`config.mk`:
```
export PLATFORM = sky130hd
export DESIGN_NAME = dut_sig_flat
export DESIGN_NICKNAME = d
export VERILOG_FILES = /design/src/rtl/dut_sig_pkg.sv /design/src/rtl/dut_sig_if.sv /design/src/rtl/sig_fifo.sv /design/src/rtl/dut_sig.sv /design/src/flat_wrapper.sv
export SDC_FILE = /design/constraint.sdc
export NUM_CORES = 1
export LEC_CHECK = 0
export CORE_ASPECT_RATIO = 1.75
export CORE_MARGIN = 4
export CORE_UTILIZATION = 45
export CTS_BUF_LIST = sky130_fd_sc_hd__clkbuf_8
export CTS_CLUSTER_SIZE = 8
export DETAILED_ROUTE_END_ITERATION = 16
export GPL_ROUTABILITY_DRIVEN = 0
export GPL_TIMING_DRIVEN = 0
export HOLD_SLACK_MARGIN = 0.12
export PLACE_DENSITY = 0.7
export SKIP_CTS_REPAIR_TIMING = 1
export SYNTH_ARGS = -nofsm -noshare
export SYNTH_HDL_FRONTEND = slang
export SYNTH_SLANG_ARGS = --single-unit
```
`constraint.sdc`:
```
create_clock -name clk -period 2.2 [get_ports clk]
set_input_delay 0.44 -clock clk [delete_from_list [all_inputs] [get_ports clk]]
set_output_delay 0.44 -clock clk [all_outputs]
set_load 0.05 [all_outputs]
```
`src/rtl/dut_sig_pkg.sv`:
```
// Shared defaults and the signature step function for the response-signature block.
// Latency: n/a (constants and a pure combinational function).
// Backpressure: n/a.
package dut_sig_pkg;

    localparam int DEF_IN_W  = 50;
    localparam int DEF_OUT_W = 30;
    localparam int DEF_DEPTH = 4;

    localparam logic [DEF_OUT_W-1:0] DEF_POLY = 30'h20000003;
    localparam logic [DEF_OUT_W-1:0] DEF_SEED = 30'h0;

    // The step function works on a fixed wide word so it can serve any OUT_W;
    // callers zero-extend their operands and truncate the result.
    localparam int SIG_MAX_W = 64;
    typedef logic [SIG_MAX_W-1:0] sig_word_t;

    // One signature step: shift left, bit 0 takes the parity of the tapped bits,
    // then fold in the delivered data. Bits at or above w are cleared so the bit
    // shifted out of the top of a w-bit register is dropped.
    function automatic sig_word_t sig_step(
        input sig_word_t sig,
        input sig_word_t poly,
        input sig_word_t dat,
        input int        w
    );
        sig_word_t r;
        sig_word_t keep;
        r    = {sig[SIG_MAX_W-2:0], ^(sig & poly)} ^ dat;
        keep = (w >= SIG_MAX_W) ? '1 : ((sig_word_t'(1) << w) - sig_word_t'(1));
        return r & keep;
    endfunction

endpackage

```
`src/rtl/dut_sig_if.sv`:
```
// Handshake/bus bundle for dut_sig: input vector channel, result channel, signature taps.
// Latency: n/a (wires only).
// Backpressure: in_valid/in_ready and out_valid/out_ready handshakes; clear is a plain strobe.
interface dut_sig_if import dut_sig_pkg::*; #(
    parameter int IN_W  = DEF_IN_W,
    parameter int OUT_W = DEF_OUT_W
) ();

    logic             in_valid;
    logic             in_ready;
    logic [IN_W-1:0]  in;
    logic             out_valid;
    logic             out_ready;
    logic [OUT_W-1:0] out;
    logic             clear;
    logic [OUT_W-1:0] sig;
    logic [15:0]      vec_cnt;

    // Stimulus/consumer side.
    modport master (
        output in_valid, in, out_ready, clear,
        input  in_ready, out_valid, out, sig, vec_cnt
    );

    // Signature block side.
    modport slave (
        input  in_valid, in, out_ready, clear,
        output in_ready, out_valid, out, sig, vec_cnt
    );

endinterface

```
`src/rtl/sig_fifo.sv`:
```
// Result FIFO: DEPTH x WIDTH circular buffer with valid/ready on both sides.
// Latency: 1 cycle write-to-read; a write and read in the same cycle both occur, even when full.
// Backpressure: wr_rdy_o drops when full unless the head is being read this cycle.
// Ports: clk, rst (sync, active high); wr_vld_i/wr_rdy_o/wr_dat_i write side;
//        rd_vld_o/rd_rdy_i/rd_dat_o read side; count_o current occupancy.
module sig_fifo #(
    parameter int WIDTH = 30,
    parameter int DEPTH = 4
) (
    input  logic                       clk,
    input  logic                       rst,
    input  logic                       wr_vld_i,
    output logic                       wr_rdy_o,
    input  logic [WIDTH-1:0]           wr_dat_i,
    output logic                       rd_vld_o,
    input  logic                       rd_rdy_i,
    output logic [WIDTH-1:0]           rd_dat_o,
    output logic [$clog2(DEPTH+1)-1:0] count_o
);

    localparam int PTR_W = $clog2(DEPTH);
    localparam int CNT_W = $clog2(DEPTH+1);

    logic [WIDTH-1:0] mem_q [DEPTH];
    logic [PTR_W-1:0] wr_ptr_q, wr_ptr_d;
    logic [PTR_W-1:0] rd_ptr_q, rd_ptr_d;
    logic [CNT_W-1:0] count_q, count_d;
    logic [WIDTH-1:0] last_q;
    logic             wr_fire;
    logic             rd_fire;

    assign rd_vld_o = (count_q != '0);
    // A read in the same cycle frees the slot the write needs.
    assign wr_rdy_o = (count_q != CNT_W'(DEPTH)) | rd_rdy_i;
    assign wr_fire  = wr_vld_i & wr_rdy_o;
    assign rd_fire  = rd_vld_o & rd_rdy_i;
    assign count_o  = count_q;
    // When empty, keep showing the last delivered result rather than a stale slot.
    assign rd_dat_o = rd_vld_o ? mem_q[rd_ptr_q] : last_q;

    always_comb begin
        wr_ptr_d = wr_ptr_q;
        rd_ptr_d = rd_ptr_q;
        if (wr_fire) begin
            wr_ptr_d = (wr_ptr_q == PTR_W'(DEPTH-1)) ? '0 : wr_ptr_q + PTR_W'(1);
        end
        if (rd_fire) begin
            rd_ptr_d = (rd_ptr_q == PTR_W'(DEPTH-1)) ? '0 : rd_ptr_q + PTR_W'(1);
        end
        count_d = count_q + CNT_W'(wr_fire) - CNT_W'(rd_fire);
    end

    always_ff @(posedge clk) begin
        if (rst) begin
            wr_ptr_q <= '0;
            rd_ptr_q <= '0;
            count_q  <= '0;
            last_q   <= '0;
        end else begin
            wr_ptr_q <= wr_ptr_d;
            rd_ptr_q <= rd_ptr_d;
            count_q  <= count_d;
            if (rd_fire) begin
                last_q <= mem_q[rd_ptr_q];
            end
        end
    end

    always_ff @(posedge clk) begin
        if (wr_fire) begin
            mem_q[wr_ptr_q] <= wr_dat_i;
        end
    end

endmodule

```
`src/rtl/dut_sig.sv`:
```
// Response signature block: folds IN_W-bit vectors to OUT_W bits, buffers them, signs deliveries.
// Latency: 2 cycles acceptance-to-out_valid (evaluation stage, then FIFO).
// Backpressure: in_ready from registered occupancy (FIFO count + stage) only, never from out_ready.
// Ports: clk, rst (sync, active high); bus (dut_sig_if.slave) carries in/out handshakes,
//        clear strobe, running signature sig and delivered-vector count vec_cnt.
module dut_sig import dut_sig_pkg::*; #(
    parameter int               IN_W  = DEF_IN_W,
    parameter int               OUT_W = DEF_OUT_W,
    parameter int               DEPTH = DEF_DEPTH,
    parameter logic [OUT_W-1:0] MASK  = '0,
    parameter logic [OUT_W-1:0] POLY  = OUT_W'(DEF_POLY),
    parameter logic [OUT_W-1:0] SEED  = OUT_W'(DEF_SEED)
) (
    input  logic      clk,
    input  logic      rst,
    dut_sig_if.slave  bus
);

    localparam int CNT_W = $clog2(DEPTH+1);

    logic [OUT_W-1:0] fold;
    logic             stage_v_q, stage_v_d;
    logic [OUT_W-1:0] stage_dat_q, stage_dat_d;
    logic             fifo_wr_rdy;
    logic             fifo_rd_vld;
    logic [OUT_W-1:0] fifo_rd_dat;
    logic [CNT_W-1:0] fifo_cnt;
    logic [CNT_W:0]   occ;
    logic             in_fire;
    logic             deliver;
    logic [OUT_W-1:0] sig_q, sig_d;
    logic [15:0]      vec_cnt_q, vec_cnt_d;

    // Fold: output bit i is the parity of every input bit j with j mod OUT_W == i.
    for (genvar i = 0; i < OUT_W; i++) begin : g_fold
        logic [IN_W-1:0] sel;
        for (genvar j = 0; j < IN_W; j++) begin : g_sel
            assign sel[j] = ((j % OUT_W) == i) ? bus.in[j] : 1'b0;
        end
        assign fold[i] = MASK[i] ^ (^sel);
    end

    // Counting the stage slot guarantees the FIFO always has room when the stage drains.
    assign occ          = {1'b0, fifo_cnt} + (CNT_W+1)'(stage_v_q);
    assign bus.in_ready = (occ < (CNT_W+1)'(DEPTH));
    assign in_fire      = bus.in_valid & bus.in_ready;

    // No delivery may be seen during a reset cycle.
    assign bus.out_valid = fifo_rd_vld & ~rst;
    assign bus.out       = fifo_rd_dat;
    assign deliver       = bus.out_valid & bus.out_ready;

    assign bus.sig     = sig_q;
    assign bus.vec_cnt = vec_cnt_q;

    always_comb begin
        stage_v_d   = in_fire | (stage_v_q & ~fifo_wr_rdy);
        stage_dat_d = in_fire ? fold : stage_dat_q;
    end

    // clear beats a coincident delivery: the vector still leaves but is not absorbed.
    always_comb begin
        sig_d     = sig_q;
        vec_cnt_d = vec_cnt_q;
        if (bus.clear) begin
            sig_d     = SEED;
            vec_cnt_d = '0;
        end else if (deliver) begin
            sig_d = OUT_W'(sig_step(sig_word_t'(sig_q), sig_word_t'(POLY),
                                    sig_word_t'(fifo_rd_dat), OUT_W));
            if (vec_cnt_q != 16'hFFFF) begin
                vec_cnt_d = vec_cnt_q + 16'd1;
            end
        end
    end

    always_ff @(posedge clk) begin
        if (rst) begin
            stage_v_q <= 1'b0;
            sig_q     <= SEED;
            vec_cnt_q <= '0;
        end else begin
            stage_v_q <= stage_v_d;
            sig_q     <= sig_d;
            vec_cnt_q <= vec_cnt_d;
        end
    end

    always_ff @(posedge clk) begin
        stage_dat_q <= stage_dat_d;
    end

    sig_fifo #(
        .WIDTH (OUT_W),
        .DEPTH (DEPTH)
    ) u_fifo (
        .clk      (clk),
        .rst      (rst),
        .wr_vld_i (stage_v_q),
        .wr_rdy_o (fifo_wr_rdy),
        .wr_dat_i (stage_dat_q),
        .rd_vld_o (fifo_rd_vld),
        .rd_rdy_i (bus.out_ready & ~rst),
        .rd_dat_o (fifo_rd_dat),
        .count_o  (fifo_cnt)
    );

endmodule

```
`src/flat_wrapper.sv`:
```
// flat-port wrapper written by rule: the top's interface ports become plain ports
module dut_sig_flat import dut_sig_pkg::*;
#(
    parameter int               IN_W  = DEF_IN_W,
    parameter int               OUT_W = DEF_OUT_W,
    parameter int               DEPTH = DEF_DEPTH,
    parameter logic [OUT_W-1:0] MASK  = '0,
    parameter logic [OUT_W-1:0] POLY  = OUT_W'(DEF_POLY),
    parameter logic [OUT_W-1:0] SEED  = OUT_W'(DEF_SEED)
)
  (clk, rst, bus_in_valid, bus_in, bus_out_ready, bus_clear, bus_in_ready, bus_out_valid, bus_out, bus_sig, bus_vec_cnt);
  dut_sig_if #(.IN_W(IN_W), .OUT_W(OUT_W)) bus_i ();
  input  logic clk;
  input  logic rst;
  input wire logic [$bits(bus_i.in_valid)-1:0] bus_in_valid;
  input wire logic [$bits(bus_i.in)-1:0] bus_in;
  input wire logic [$bits(bus_i.out_ready)-1:0] bus_out_ready;
  input wire logic [$bits(bus_i.clear)-1:0] bus_clear;
  output wire logic [$bits(bus_i.in_ready)-1:0] bus_in_ready;
  output wire logic [$bits(bus_i.out_valid)-1:0] bus_out_valid;
  output wire logic [$bits(bus_i.out)-1:0] bus_out;
  output wire logic [$bits(bus_i.sig)-1:0] bus_sig;
  output wire logic [$bits(bus_i.vec_cnt)-1:0] bus_vec_cnt;
  assign bus_i.in_valid = bus_in_valid;
  assign bus_i.in = bus_in;
  assign bus_i.out_ready = bus_out_ready;
  assign bus_i.clear = bus_clear;
  assign bus_in_ready = bus_i.in_ready;
  assign bus_out_valid = bus_i.out_valid;
  assign bus_out = bus_i.out;
  assign bus_sig = bus_i.sig;
  assign bus_vec_cnt = bus_i.vec_cnt;
  dut_sig #(.IN_W(IN_W), .OUT_W(OUT_W), .DEPTH(DEPTH), .MASK(MASK), .POLY(POLY), .SEED(SEED)) u_core (.clk(clk), .rst(rst), .bus(bus_i));
endmodule
```
==> results of run 1 <==
==> path summary, 6_finish.rpt <==
| check | slack [ns] | startpoint | cells past startpoint | to |
|---|---|---|---|---|
| worst min-delay path | 0.42 | rst | 3 | u_core.bus.vec_cnt[9] |
| worst min register to register | 0.47 | u_core.u_fifo.last_q[4] | 2 | u_core.u_fifo.last_q[4] |
| worst max-delay path | -0.50 | flop | 5 | bus_out[23] |
| worst max register to register | 0.06 | u_core.u_fifo.count_o[2] | 11 | u_core.u_fifo.count_o[1] |
==> through the flow <==
stage / worst slack [ns] / power, W
final: -0.499 / 0.0146
after global routing: -0.537 / 0.0152
after CTS: -1.38 / 0.0137
after detailed placement: -0.827 / 0.0103
after global placement: -1.20 / 0.0102
after floorplan: 0.0233 / 0.00870
==> power groups by stage <==
stage | registers, W | clock network [W] | logic [W]
global route | 0.00552 | 0.00375 | 0.00594
global placement | 0.00552 | 0 | 0.00467
CTS | 0.00546 | 0.00354 | 0.00473
detailed placement | 0.00555 | 0 | 0.00471
finish | 0.00549 | 0.00347 | 0.00566
floorplan | 0.00556 | 0 | 0.00314
==> registers in the layout, summed over array words and instances, names as in the netlist, named ones only <==
| register | cells |
|---|---|
| u_core.u_fifo.mem_q | 120 |
| u_core.bus.sig | 30 |
| u_core.stage_dat_q | 30 |
| u_core.u_fifo.last_q | 30 |
| u_core.bus.vec_cnt | 16 |
| u_core.u_fifo.count_o | 3 |
| u_core.u_fifo.rd_ptr_q | 2 |
| u_core.u_fifo.wr_ptr_q | 2 |
| u_core.stage_v_q | 1 |
==> cell type report <==
type | count | share of cell area (%)
Sequential cell | 236 | 50.2
Multi-Input combinational cell | 383 | 25.1
Buffer | 31 | 1.95
Tap cell | 248 | 2.50
Clock inverter | 24 | 0.966
Timing Repair Buffer | 177 | 14.5
Inverter | 4 | 0.121
Clock buffer | 42 | 4.65
==> synthesized netlist by cell type, types with 2 or more instances <==
cell	instances	area share, %
sky130_fd_sc_hd__edfxtp_1	150	48
sky130_fd_sc_hd__mux4_2	30	7.2
sky130_fd_sc_hd__dfxtp_1	86	18
sky130_fd_sc_hd__a21oi_1	3	0.16
sky130_fd_sc_hd__buf_2	10	0.53
sky130_fd_sc_hd__inv_1	4	0.16
sky130_fd_sc_hd__nand4_1	5	0.33
sky130_fd_sc_hd__o21ai_0	32	1.7
sky130_fd_sc_hd__xor2_1	27	2.5
sky130_fd_sc_hd__buf_6	5	0.60
sky130_fd_sc_hd__o31ai_1	2	0.16
sky130_fd_sc_hd__xnor2_1	36	3.3
sky130_fd_sc_hd__nor2_1	24	0.95
sky130_fd_sc_hd__nand3b_1	32	2.5
sky130_fd_sc_hd__buf_4	2	0.16
sky130_fd_sc_hd__and2_1	7	0.46
sky130_fd_sc_hd__o211ai_1	2	0.16
sky130_fd_sc_hd__mux2_2	30	3.6
sky130_fd_sc_hd__or3_1	3	0.20
sky130_fd_sc_hd__a211oi_2	4	0.53
sky130_fd_sc_hd__nand2_1	101	4.0
sky130_fd_sc_hd__and4_1	3	0.28
sky130_fd_sc_hd__ha_1	8	1.1
sky130_fd_sc_hd__nor3_1	2	0.11
sky130_fd_sc_hd__a41oi_1	2	0.19
sky130_fd_sc_hd__nor4_1	2	0.13
sky130_fd_sc_hd__mux2i_1	3	0.32
sky130_fd_sc_hd__clkbuf_1	12	0.48
sky130_fd_sc_hd__nand3_1	8	0.42
sky130_fd_sc_hd__clkbuf_2	2	0.11
sky130_fd_sc_hd__and3_1	3	0.20
==> tightest hold or removal path, delay by kind of cell <==
| family | cells | cell delay [ns] |
|---|---|---|
| buffers and inverters | 1 | 0.22 |
| muxes | 1 | 0.06 |
| and+or+nand+nor | 1 | 0.17 |
==> cells by family after synthesis <==
family                     Yosys count  synth area share [%]
buffers and inverters               36                  2.19
DFF                                236                  66.0
adders and majority gates            9                  1.27
xor gates and xnor gates            63                  5.85
and+or+nand+nor                    195                  10.1
AOI/OAI and AO/OA                   53                  3.58
muxes                               63                  11.1
==> per-layer routing <==
layer  global-route usage, %  share of wire [%]  vias up  wire (microns)
li1                        -                  -     2826               -
met1                    20.1                 37     3046            8410
met2                    35.3                 54      225           12400
met3                    3.74                5.5       48            1250
met4                    7.87                3.2        0             728
met5                       0                  0        -               0
==> implementation parameters, run 1 <==
Parameter                              Value

CTS
  Clk pin slew, worst setup/hold paths ... 0.07 ns
  Number of CTS-inserted buffers ... 37
  Clock insertion delay at the later pin of the skew report ... 0.51 ns
  TritonCTS clock tree ... built
  CTS root buffer ... sky130_fd_sc_hd__clkbuf_8
  Clk buf depth ... 3
  H-tree lvl count ... 2
  Clock sinks ... 236

Logic synthesis
  Post-synth EDFFs ... 150
  Mapped Nets ... 719
  Count of unique library cells instantiated by Yosys ... 46
  Leading register cell type out of synthesis ... sky130_fd_sc_hd__edfxtp_1
  Netlist area before placement ... 9440 sq um
  Proportion of synthesized chip area in sequential cells ... 66.0%
  Count of state elements after synthesis ... 236
  Synth async-reset ratio ... 0%
  Mean post-synth cell area ... 14.4 sq um
  Post-Syn Instances ... 655
  Count of synthesis-stage warnings from yosys ... 0

Layout
  Post-Layout Inst Area ... 12400 sq um
  Most frequent standard cell in the layout excluding fill and tap cells ... sky130_fd_sc_hd__edfxtp_1
  Register area ... 6240 sq um
  Filler Cell Count ... 1572
  Final standard cell utilization of the core ... 60.8%
  Area taken by multi-input logic gates ... 3120 sq um
  Synthesis-to-layout area growth ... 31.7%
  Final cell count without fillers ... 1145
  Highest-count cells in the layout ignoring fill and taps ... 150 x sky130_fd_sc_hd__edfxtp_1, 101 x sky130_fd_sc_hd__nand2_1, 82 x sky130_fd_sc_hd__dfxtp_1, 64 x sky130_fd_sc_hd__clkdlybuf4s50_1, 42 x sky130_fd_sc_hd__clkbuf_8
  Layout Nets ... 934
  Fraction of layout cells with a size suffix above 1 ... 25.4%
  Total inserted antenna cells ... 0

Global routing
  Maximum number of pins on one net before global-route repair ... 32
  Vias in the first global route ... 6406
  Initial antenna violation count ... 0
  First-pass GRT wire length ... 34200 microns
  GRT Overall Usage ... 18.6%
  GRT overflow ... 0

Pwr
  Switching Power ... 0.00504 W
  Power share of the clock group ... 23.7%
  Sequential group share of total power ... 37.5%
  Power Density ... 1180 nW/um^2
  Logic gate share of total power ... 38.7%
  P_int ... 0.00958 W
  LEAKAGE ... 5.24 nW
  Worst vdd rail ir drop ... 0.692 mV
  Fraction of power spent switching nets ... 34.5%

STA
  Setup-failing EPs final ... 32
  Relative max-transition margin ... 57.9%
  Peak clock frequency supported by timing ... 0.371 GHz
  RSZ-0062 raised after global routing ... true
  Worst hold-check slack ... 0.421 ns
  Worst Max-Slew Pin Slew ... 0.626 ns
  Period utilisation layout ... 123%
  Setup slack after layout ... -0.499 ns
  Fin crit period ... 2.70 ns
  Final hold viol count ... 0
  Setup clock skew after layout ... 0.0288 ns
  Sum of negative setup slack ... -12.38 ns
  Final number of max-transition violations ... 0

Floorplan
  DIE WIDTH ... 117 microns
  Overall die area ... 23400 sq um
  Placement Rows ... 69
  Die height ... 200 microns
  Area of the placeable core ... 20500 sq um
  Io pins ... 133
  Initial standard-cell utilization of the core ... 46.1%

Critical path
  Delay of the slowest cell on the worst path ... 0.55 ns
  Maximum fanout encountered on the critical timing path ... 6
  CP delay by family, top ... multiplexers
  Number of buffers and inverters on the critical path ... 3
  Cell breakdown of the critical path ... buf_12 > clkbuf_16 > mux4_2 > mux2_4 > buf_6
  Kind of critical path ... flop to primary output
  Arrival time of the worst setup path ... 2.26 ns
  Critical Path End Type ... primary output
  Worst path slowest cell ... sky130_fd_sc_hd__mux4_2
  CP Launch Type ... flop
  Critical path required time ... 1.76 ns

Detailed routing
  Per-cell via count in the routed design ... 5.37
  DR vias ... 6145
  Total DRC errors in the routed layout ... 0
  DR iter-0 viols ... 444
  Average wire per standard cell ... 19.9 microns
  Detailed-router iteration count before antenna repair ... 5
  Residual antenna-violating net count after detailed routing ... 0
  Post-detailed-routing wire length ... 22800 microns

Min path
  Hold WC Path Type ... input pin to flop

Run
  Maximum capacitance violations ... 0

Outcome
  Run status ... complete, but fails checks
  Violated checks ... setup timing

Place
  Post-DP HPWL ... 15100 microns
  Port Buf Inserts ... 132
  Cell area reported after detailed placement ... 11100 sq um
  Post-Place Cells ... 1035
(Power assumes the default switching activity.)
==> inputs of run 2 (changes only) <==
CTS_CLUSTER_DIAMETER = 200   (was unset)
==> implementation parameters, run 2 (synthesis gave the netlist of run 1 again) <==
Parameter                              Value

Outcome
  Run status ... complete, but fails checks (unchanged)
  Violated checks ... setup timing (unchanged)

Min path
  Hold path startpoint ... rst (unchanged)
  Min-Delay Endpoint ... u_core.bus.vec_cnt[9] (unchanged)
  Cells on Worst Hold Path ... 3 (unchanged)
  Hold WC Path Type ... input pin to flop (unchanged)

STA
  Setup slack after layout ... -0.462 ns (was -0.499 ns)
  Peak clock frequency supported by timing ... 0.376 GHz (was 0.371 GHz)
  Setup-failing EPs final ... 32 (unchanged)
  Sum of negative setup slack ... -11.71 ns (was -12.38 ns)
  Setup clock skew after layout ... 0.0219 ns (was 0.0288 ns)
  Worst Max-Slew Pin Slew ... 0.587 ns (was 0.626 ns)
  RSZ-0062 raised after global routing ... true (unchanged)
  Period utilisation layout ... 121% (was 123%)
  Final hold viol count ... 0 (unchanged)
  Relative max-transition margin ... 60.5% (was 57.9%)
  Fin crit period ... 2.66 ns (was 2.70 ns)
  Final number of max-transition violations ... 0 (unchanged)

Global routing
  Initial antenna violation count ... 0 (unchanged)
  First-pass GRT wire length ... 34100 microns (was 34200 microns)
  Vias in the first global route ... 6386 (was 6406)
  GRT overflow ... 0 (unchanged)
  Maximum number of pins on one net before global-route repair ... 32 (unchanged)
  GRT Overall Usage ... 18.6% (about the same)

Pwr
  Power Density ... 1160 nW/um^2 (was 1180 nW/um^2)
  P_int ... 0.00934 W (was 0.00958 W)
  Power share of the clock group ... 22.4% (was 23.7%)
  Logic gate share of total power ... 39.3% (was 38.7%)
  Power consumption ... 0.0143 W (was 0.0146 W)
  Sequential group share of total power ... 38.3% (was 37.5%)
  Worst vdd rail ir drop ... 0.656 mV (was 0.692 mV)
  Switching Power ... 0.00497 W (was 0.00504 W)
  Fraction of power spent switching nets ... 34.7% (was 34.5%)
  LEAKAGE ... 5.15 nW (was 5.24 nW)

Critical path
  Kind of critical path ... flop to primary output (unchanged)
  Arrival time of the worst setup path ... 2.22 ns (was 2.26 ns)
  Reg-to-reg slack, setup ... 0.05 ns (was 0.06 ns)
  Maximum fanout encountered on the critical timing path ... 6 (unchanged)
  CP Launch Type ... flop (unchanged)
  Critical Path End Type ... primary output (unchanged)
  Critical path required time ... 1.76 ns (about the same)
  Startpoint of the worst register-to-register path ... u_core.u_fifo.count_o[2] (unchanged)
  Number of cells on the worst reg-to-reg path ... 11 (unchanged)
  Reg-to-Reg End ... u_core.u_fifo.count_o[1] (unchanged)

Layout
  Area taken by multi-input logic gates ... 3110 sq um (was 3120 sq um)
  Fraction of layout cells with a size suffix above 1 ... 24.8% (was 25.4%)
  Flip-flop count of the largest register, all copies and words added ... 120 (unchanged)
  Register area ... 6240 sq um (unchanged)
  Filler Cell Count ... 1576 (was 1572)
  Total inserted antenna cells ... 0 (unchanged)
  Synthesis-to-layout area growth ... 30.4% (was 31.7%)
  Highest-count cells in the layout ignoring fill and taps ... 150 x sky130_fd_sc_hd__edfxtp_1, 101 x sky130_fd_sc_hd__nand2_1, 82 x sky130_fd_sc_hd__dfxtp_1, 66 x sky130_fd_sc_hd__clkdlybuf4s50_1, 43 x sky130_fd_sc_hd__buf_4 (was 150 x sky130_fd_sc_hd__edfxtp_1, 101 x sky130_fd_sc_hd__nand2_1, 82 x sky130_fd_sc_hd__dfxtp_1, 64 x sky130_fd_sc_hd__clkdlybuf4s50_1, 42 x sky130_fd_sc_hd__clkbuf_8)
  Most frequent standard cell in the layout excluding fill and tap cells ... sky130_fd_sc_hd__edfxtp_1 (unchanged)
  Most flop-heavy register ... u_core.u_fifo.mem_q (unchanged)
  Layout Nets ... 931 (was 934)

CTS
  Clk buf depth ... 3 (unchanged)
  Clock insertion delay at the later pin of the skew report ... 0.49 ns (was 0.51 ns)
  Number of CTS-inserted buffers ... 35 (was 37)
  H-tree lvl count ... 2 (unchanged)
  Clk pin slew, worst setup/hold paths ... 0.07 ns (about the same)
  TritonCTS clock tree ... built (unchanged)
  CTS root buffer ... sky130_fd_sc_hd__clkbuf_8 (unchanged)
  Clock sinks ... 236 (unchanged)

Detailed routing
  Post-detailed-routing wire length ... 22900 microns (was 22800 microns)
  Highest signal layer in the routed design ... met4 (unchanged)
  Detailed-router iteration count before antenna repair ... 5 (unchanged)
  Per-cell via count in the routed design ... 5.41 (was 5.37)
  Residual antenna-violating net count after detailed routing ... 0 (unchanged)
  DR vias ... 6136 (was 6145)
  Met2 wire len ... 12800 microns (was 12400 microns)
  Total DRC errors in the routed layout ... 0 (unchanged)
  DR iter-0 viols ... 410 (was 444)
  Average wire per standard cell ... 20.2 microns (was 19.9 microns)
  Routed met1 length ... 8340 microns (was 8410 microns)
  Met3 wire length ... 1130 microns (was 1250 microns)

Floorplan
  Placement Rows ... 69 (unchanged)
  Io pins ... 133 (unchanged)
  Area of the placeable core ... 20500 sq um (unchanged)
  Initial standard-cell utilization of the core ... 46.1% (unchanged)
  DIE WIDTH ... 117 microns (unchanged)
  Overall die area ... 23400 sq um (unchanged)
  Die height ... 200 microns (unchanged)

Run
  Maximum capacitance violations ... 0 (unchanged)

Place
  Post-DP HPWL ... 15100 microns (unchanged)
  Port Buf Inserts ... 132 (unchanged)
-- run 2: power by group through the flow --
stage                     registers [W]  logic [W]  clock network [W]
after detailed placement        0.00555    0.00471                  0
after floorplan                 0.00556    0.00314                  0
after CTS                       0.00546    0.00473            0.00328
final                           0.00548    0.00563            0.00320
after global routing            0.00552    0.00589            0.00347
after global placement          0.00552    0.00467                  0
-- run 2: worst max-delay path by stage --
stage / start / to / slack (ns) / cells past startpoint
2_1_floorplan: rst / u_core.u_fifo.count_o[2] / 0.02 / 11
3_3_place_gp: rst / u_core.u_fifo.mem_q[1][6] / -1.20 / 5
3_5_place_dp: u_core.u_fifo.count_o[1] / bus_out[11] / -0.83 / 4
4_1_cts: u_core.u_fifo.count_o[1] / bus_out[11] / -1.38 / 4
5_1_grt: flop / bus_out[3] / -0.52 / 5
6_report: flop / bus_out[11] / -0.46 / 5
-- run 2: critical path: stages, from the launching register on --
cell and delay (ns):
sky130_fd_sc_hd__dfxtp_4 0.41, sky130_fd_sc_hd__buf_12 0.15, sky130_fd_sc_hd__clkbuf_16 0.16, sky130_fd_sc_hd__mux4_2 0.53, sky130_fd_sc_hd__mux2_4 0.31, sky130_fd_sc_hd__buf_6 0.16
-- run 2: final cells by class --
| class | instances | share of cell area (%) |
|---|---|---|
| sequential | 236 | 50.7 |
| multi-input combinational | 383 | 25.3 |
| timing repair buffer | 176 | 14.4 |
| clock buffer | 37 | 4.14 |
| tap | 248 | 2.52 |
| buffer | 31 | 1.97 |
| clock inverter | 20 | 0.824 |
| inverter | 4 | 0.122 |
-- run 2: stage by stage --
| step | util, % | hold slack (ns) | instances | cell area [sq um] | setup slack [ns] |
|---|---|---|---|---|---|
| after floorplan | - | 0.446 | 655 | 9450 | 0.0233 |
| after global placement | 54.1 | 0.456 | 1035 | 11100 | -1.20 |
| after detailed placement | 54.2 | 0.461 | 1035 | 11100 | -0.827 |
| after CTS | 57.2 | 0.471 | 1092 | 11700 | -1.38 |
| after global routing | 60.1 | 0.436 | 1135 | 12300 | -0.519 |
| final | 60.1 | 0.443 | 1135 | 12300 | -0.462 |
-- run 2: per-layer routing --
layer / global-route usage, % / vias up
met5: 0 / -
met3: 3.63 / 46
li1: - / 2818
met4: 7.83 / 0
met2: 35.7 / 238
met1: 19.8 / 3034
==> inputs of run 3 (changes only) <==
SLEW_MARGIN = 20   (was unset)
==> implementation parameters, run 3 (synthesis gave the netlist of run 1 again) <==
Parameter                              Value

Pwr
  LEAKAGE ... 5.16 nW (was 5.15 nW)
  Power Density ... 1140 nW/um^2 (was 1160 nW/um^2)
  Worst vdd rail ir drop ... 0.813 mV (was 0.656 mV)

Critical path
  Reg-to-Reg End ... u_core.u_fifo.count_o[1] (unchanged)
  Kind of critical path ... flop to primary output (unchanged)
  Number of buffers and inverters on the critical path ... 3 (unchanged)
  CP Launch Type ... flop (unchanged)
  Maximum fanout encountered on the critical timing path ... 6 (unchanged)
  Number of cells on the worst reg-to-reg path ... 10 (was 11)
  Startpoint of the worst register-to-register path ... u_core.u_fifo.count_o[0] (was u_core.u_fifo.count_o[2])
  Cell breakdown of the critical path ... buf_12 > clkbuf_16 > mux4_2 > mux2_4 > buf_6 (unchanged)
  Delay of the slowest cell on the worst path ... 0.54 ns (was 0.53 ns)
  Reg-to-reg slack, setup ... 0.10 ns (was 0.05 ns)
  Arrival time of the worst setup path ... 2.25 ns (was 2.22 ns)
  Worst path slowest cell ... sky130_fd_sc_hd__mux4_2 (unchanged)
  Critical Path End Type ... primary output (unchanged)
  Critical path required time ... 1.76 ns (about the same)
  CP delay by family, top ... multiplexers (unchanged)
  Cell count along the critical path ... 5 (unchanged)

STA
  Period utilisation layout ... 122% (was 121%)
  Final number of max-transition violations ... 0 (unchanged)
  Fin crit period ... 2.69 ns (was 2.66 ns)
  Relative max-transition margin ... 62.5% (was 60.5%)
  Worst hold-check slack ... 0.416 ns (was 0.443 ns)
  Setup slack after layout ... -0.486 ns (was -0.462 ns)
  Final hold viol count ... 0 (unchanged)
  Setup-failing EPs final ... 31 (was 32)
  Setup clock skew after layout ... 0.0275 ns (was 0.0219 ns)
  Worst Max-Slew Pin Slew ... 0.562 ns (was 0.587 ns)
  RSZ-0062 raised after global routing ... true (unchanged)
  Sum of negative setup slack ... -12.68 ns (was -11.71 ns)
  Peak clock frequency supported by timing ... 0.372 GHz (was 0.376 GHz)

Floorplan
  Io pins ... 133 (unchanged)
  Initial standard-cell utilization of the core ... 46.1% (unchanged)
  Area of the placeable core ... 20500 sq um (unchanged)
  Die height ... 200 microns (unchanged)
  DIE WIDTH ... 117 microns (unchanged)
  Overall die area ... 23400 sq um (unchanged)
  Placement Rows ... 69 (unchanged)

Place
  Post-DP HPWL ... 15400 microns (was 15100 microns)
  Port Buf Inserts ... 132 (unchanged)
  Worst Setup Slack post-DPL ... -0.804 ns (was -0.827 ns)
  Cell area reported after detailed placement ... 11200 sq um (was 11100 sq um)

Detailed routing
  Post-detailed-routing wire length ... 23100 microns (was 22900 microns)
  DR vias ... 6161 (was 6136)
  Residual antenna-violating net count after detailed routing ... 0 (unchanged)
  Total DRC errors in the routed layout ... 0 (unchanged)
  Average wire per standard cell ... 20.5 microns (was 20.2 microns)
  Detailed-router iteration count before antenna repair ... 5 (unchanged)
  Per-cell via count in the routed design ... 5.48 (was 5.41)
  DR iter-0 viols ... 470 (was 410)

Min path
  Hold path startpoint ... rst (unchanged)
  Cells on Worst Hold Path ... 3 (unchanged)
  Min-Delay Endpoint ... u_core.bus.vec_cnt[9] (unchanged)
  Hold WC Path Type ... input pin to flop (unchanged)

CTS
  Clock insertion delay at the later pin of the skew report ... 0.50 ns (was 0.49 ns)
  CTS root buffer ... sky130_fd_sc_hd__clkbuf_8 (unchanged)
  TritonCTS clock tree ... built (unchanged)
  H-tree lvl count ... 2 (unchanged)
  Clk pin slew, worst setup/hold paths ... 0.07 ns (about the same)
  Clk buf depth ... 3 (unchanged)
  Clock sinks ... 236 (unchanged)
  Number of CTS-inserted buffers ... 35 (unchanged)

Run
  Maximum capacitance violations ... 0 (unchanged)

Layout
  Total inserted antenna cells ... 0 (unchanged)
  Synthesis-to-layout area growth ... 29.7% (was 30.4%)
  Highest-count cells in the layout ignoring fill and taps ... 150 x sky130_fd_sc_hd__edfxtp_1, 101 x sky130_fd_sc_hd__nand2_1, 82 x sky130_fd_sc_hd__dfxtp_1, 62 x sky130_fd_sc_hd__clkdlybuf4s50_1, 39 x sky130_fd_sc_hd__dlymetal6s2s_1 (was 150 x sky130_fd_sc_hd__edfxtp_1, 101 x sky130_fd_sc_hd__nand2_1, 82 x sky130_fd_sc_hd__dfxtp_1, 66 x sky130_fd_sc_hd__clkdlybuf4s50_1, 43 x sky130_fd_sc_hd__buf_4)
  Most flop-heavy register ... u_core.u_fifo.mem_q (unchanged)
  Post-Layout Inst Area ... 12200 sq um (was 12300 sq um)
  Most frequent standard cell in the layout excluding fill and tap cells ... sky130_fd_sc_hd__edfxtp_1 (unchanged)
  Layout Nets ... 922 (was 931)
  Filler Cell Count ... 1558 (was 1576)
  Flip-flop count of the largest register, all copies and words added ... 120 (unchanged)
  Final standard cell utilization of the core ... 59.8% (was 60.1%)
  Fraction of layout cells with a size suffix above 1 ... 23.9% (was 24.8%)

Global routing
  GRT overflow ... 0 (unchanged)
  First-pass GRT wire length ... 34100 microns (about the same)
  Initial antenna violation count ... 0 (unchanged)
  Vias in the first global route ... 6360 (was 6386)
  Maximum number of pins on one net before global-route repair ... 32 (unchanged)
  GRT Overall Usage ... 18.7% (was 18.6%)

Outcome
  Violated checks ... setup timing (unchanged)
  Run status ... complete, but fails checks (unchanged)
[run 3: final cells by class]
| type | count | area, sq um | area share (%) |
|---|---|---|---|
| Sequential cell | 236 | 6240 | 51.0 |
| Multi-Input combinational cell | 383 | 3090 | 25.2 |
| Timing Repair Buffer | 167 | 1740 | 14.2 |
| Clock buffer | 37 | 509 | 4.16 |
| Tap cell | 248 | 310 | 2.54 |
| Buffer | 31 | 236 | 1.93 |
| Clock inverter | 19 | 97.6 | 0.798 |
| Inverter | 4 | 15.0 | 0.123 |
[run 3: per-stage QoR]
step                total power [W]  instances
global placement             0.0102       1035
detailed placement           0.0103       1039
global route                 0.0145       1125
finish                       0.0140       1125
CTS                          0.0135       1095
floorplan                   0.00870        655
[run 3: tightest hold or removal path, cell delays in order]
cell                             delay, ns
sky130_fd_sc_hd__dlymetal6s2s_1       0.21
sky130_fd_sc_hd__or3_1                0.16
sky130_fd_sc_hd__mux2i_1              0.06
[run 3: how the worst max path moves through the flow]
stage	end	startpoint
after floorplan	u_core.u_fifo.count_o[2]	rst
after global placement	u_core.u_fifo.mem_q[1][6]	rst
after detailed placement	bus_out[11]	u_core.u_fifo.count_o[1]
after CTS	bus_out[11]	u_core.u_fifo.count_o[1]
after global routing	bus_out[23]	flop
final	bus_out[23]	flop
[run 3: where the power goes]
| part | leakage [nW] | total (W) | switching (W) | internal (W) |
|---|---|---|---|---|
| registers | 2.08 | 0.00549 | 0.000278 | 0.00521 |
| clock network | 0.376 | 0.00322 | 0.00157 | 0.00165 |
| logic | 2.70 | 0.00527 | 0.00305 | 0.00221 |
[run 3: metal layers]
| metal | track usage (%) | wire length (microns) | share of wire [%] |
|---|---|---|---|
| met2 | 35.5 | 12600 | 55 |
| met1 | 19.9 | 8370 | 36 |
| met3 | 3.60 | 1270 | 5.5 |
| met4 | 8.83 | 859 | 3.7 |
| met5 | 0 | 0 | 0 |
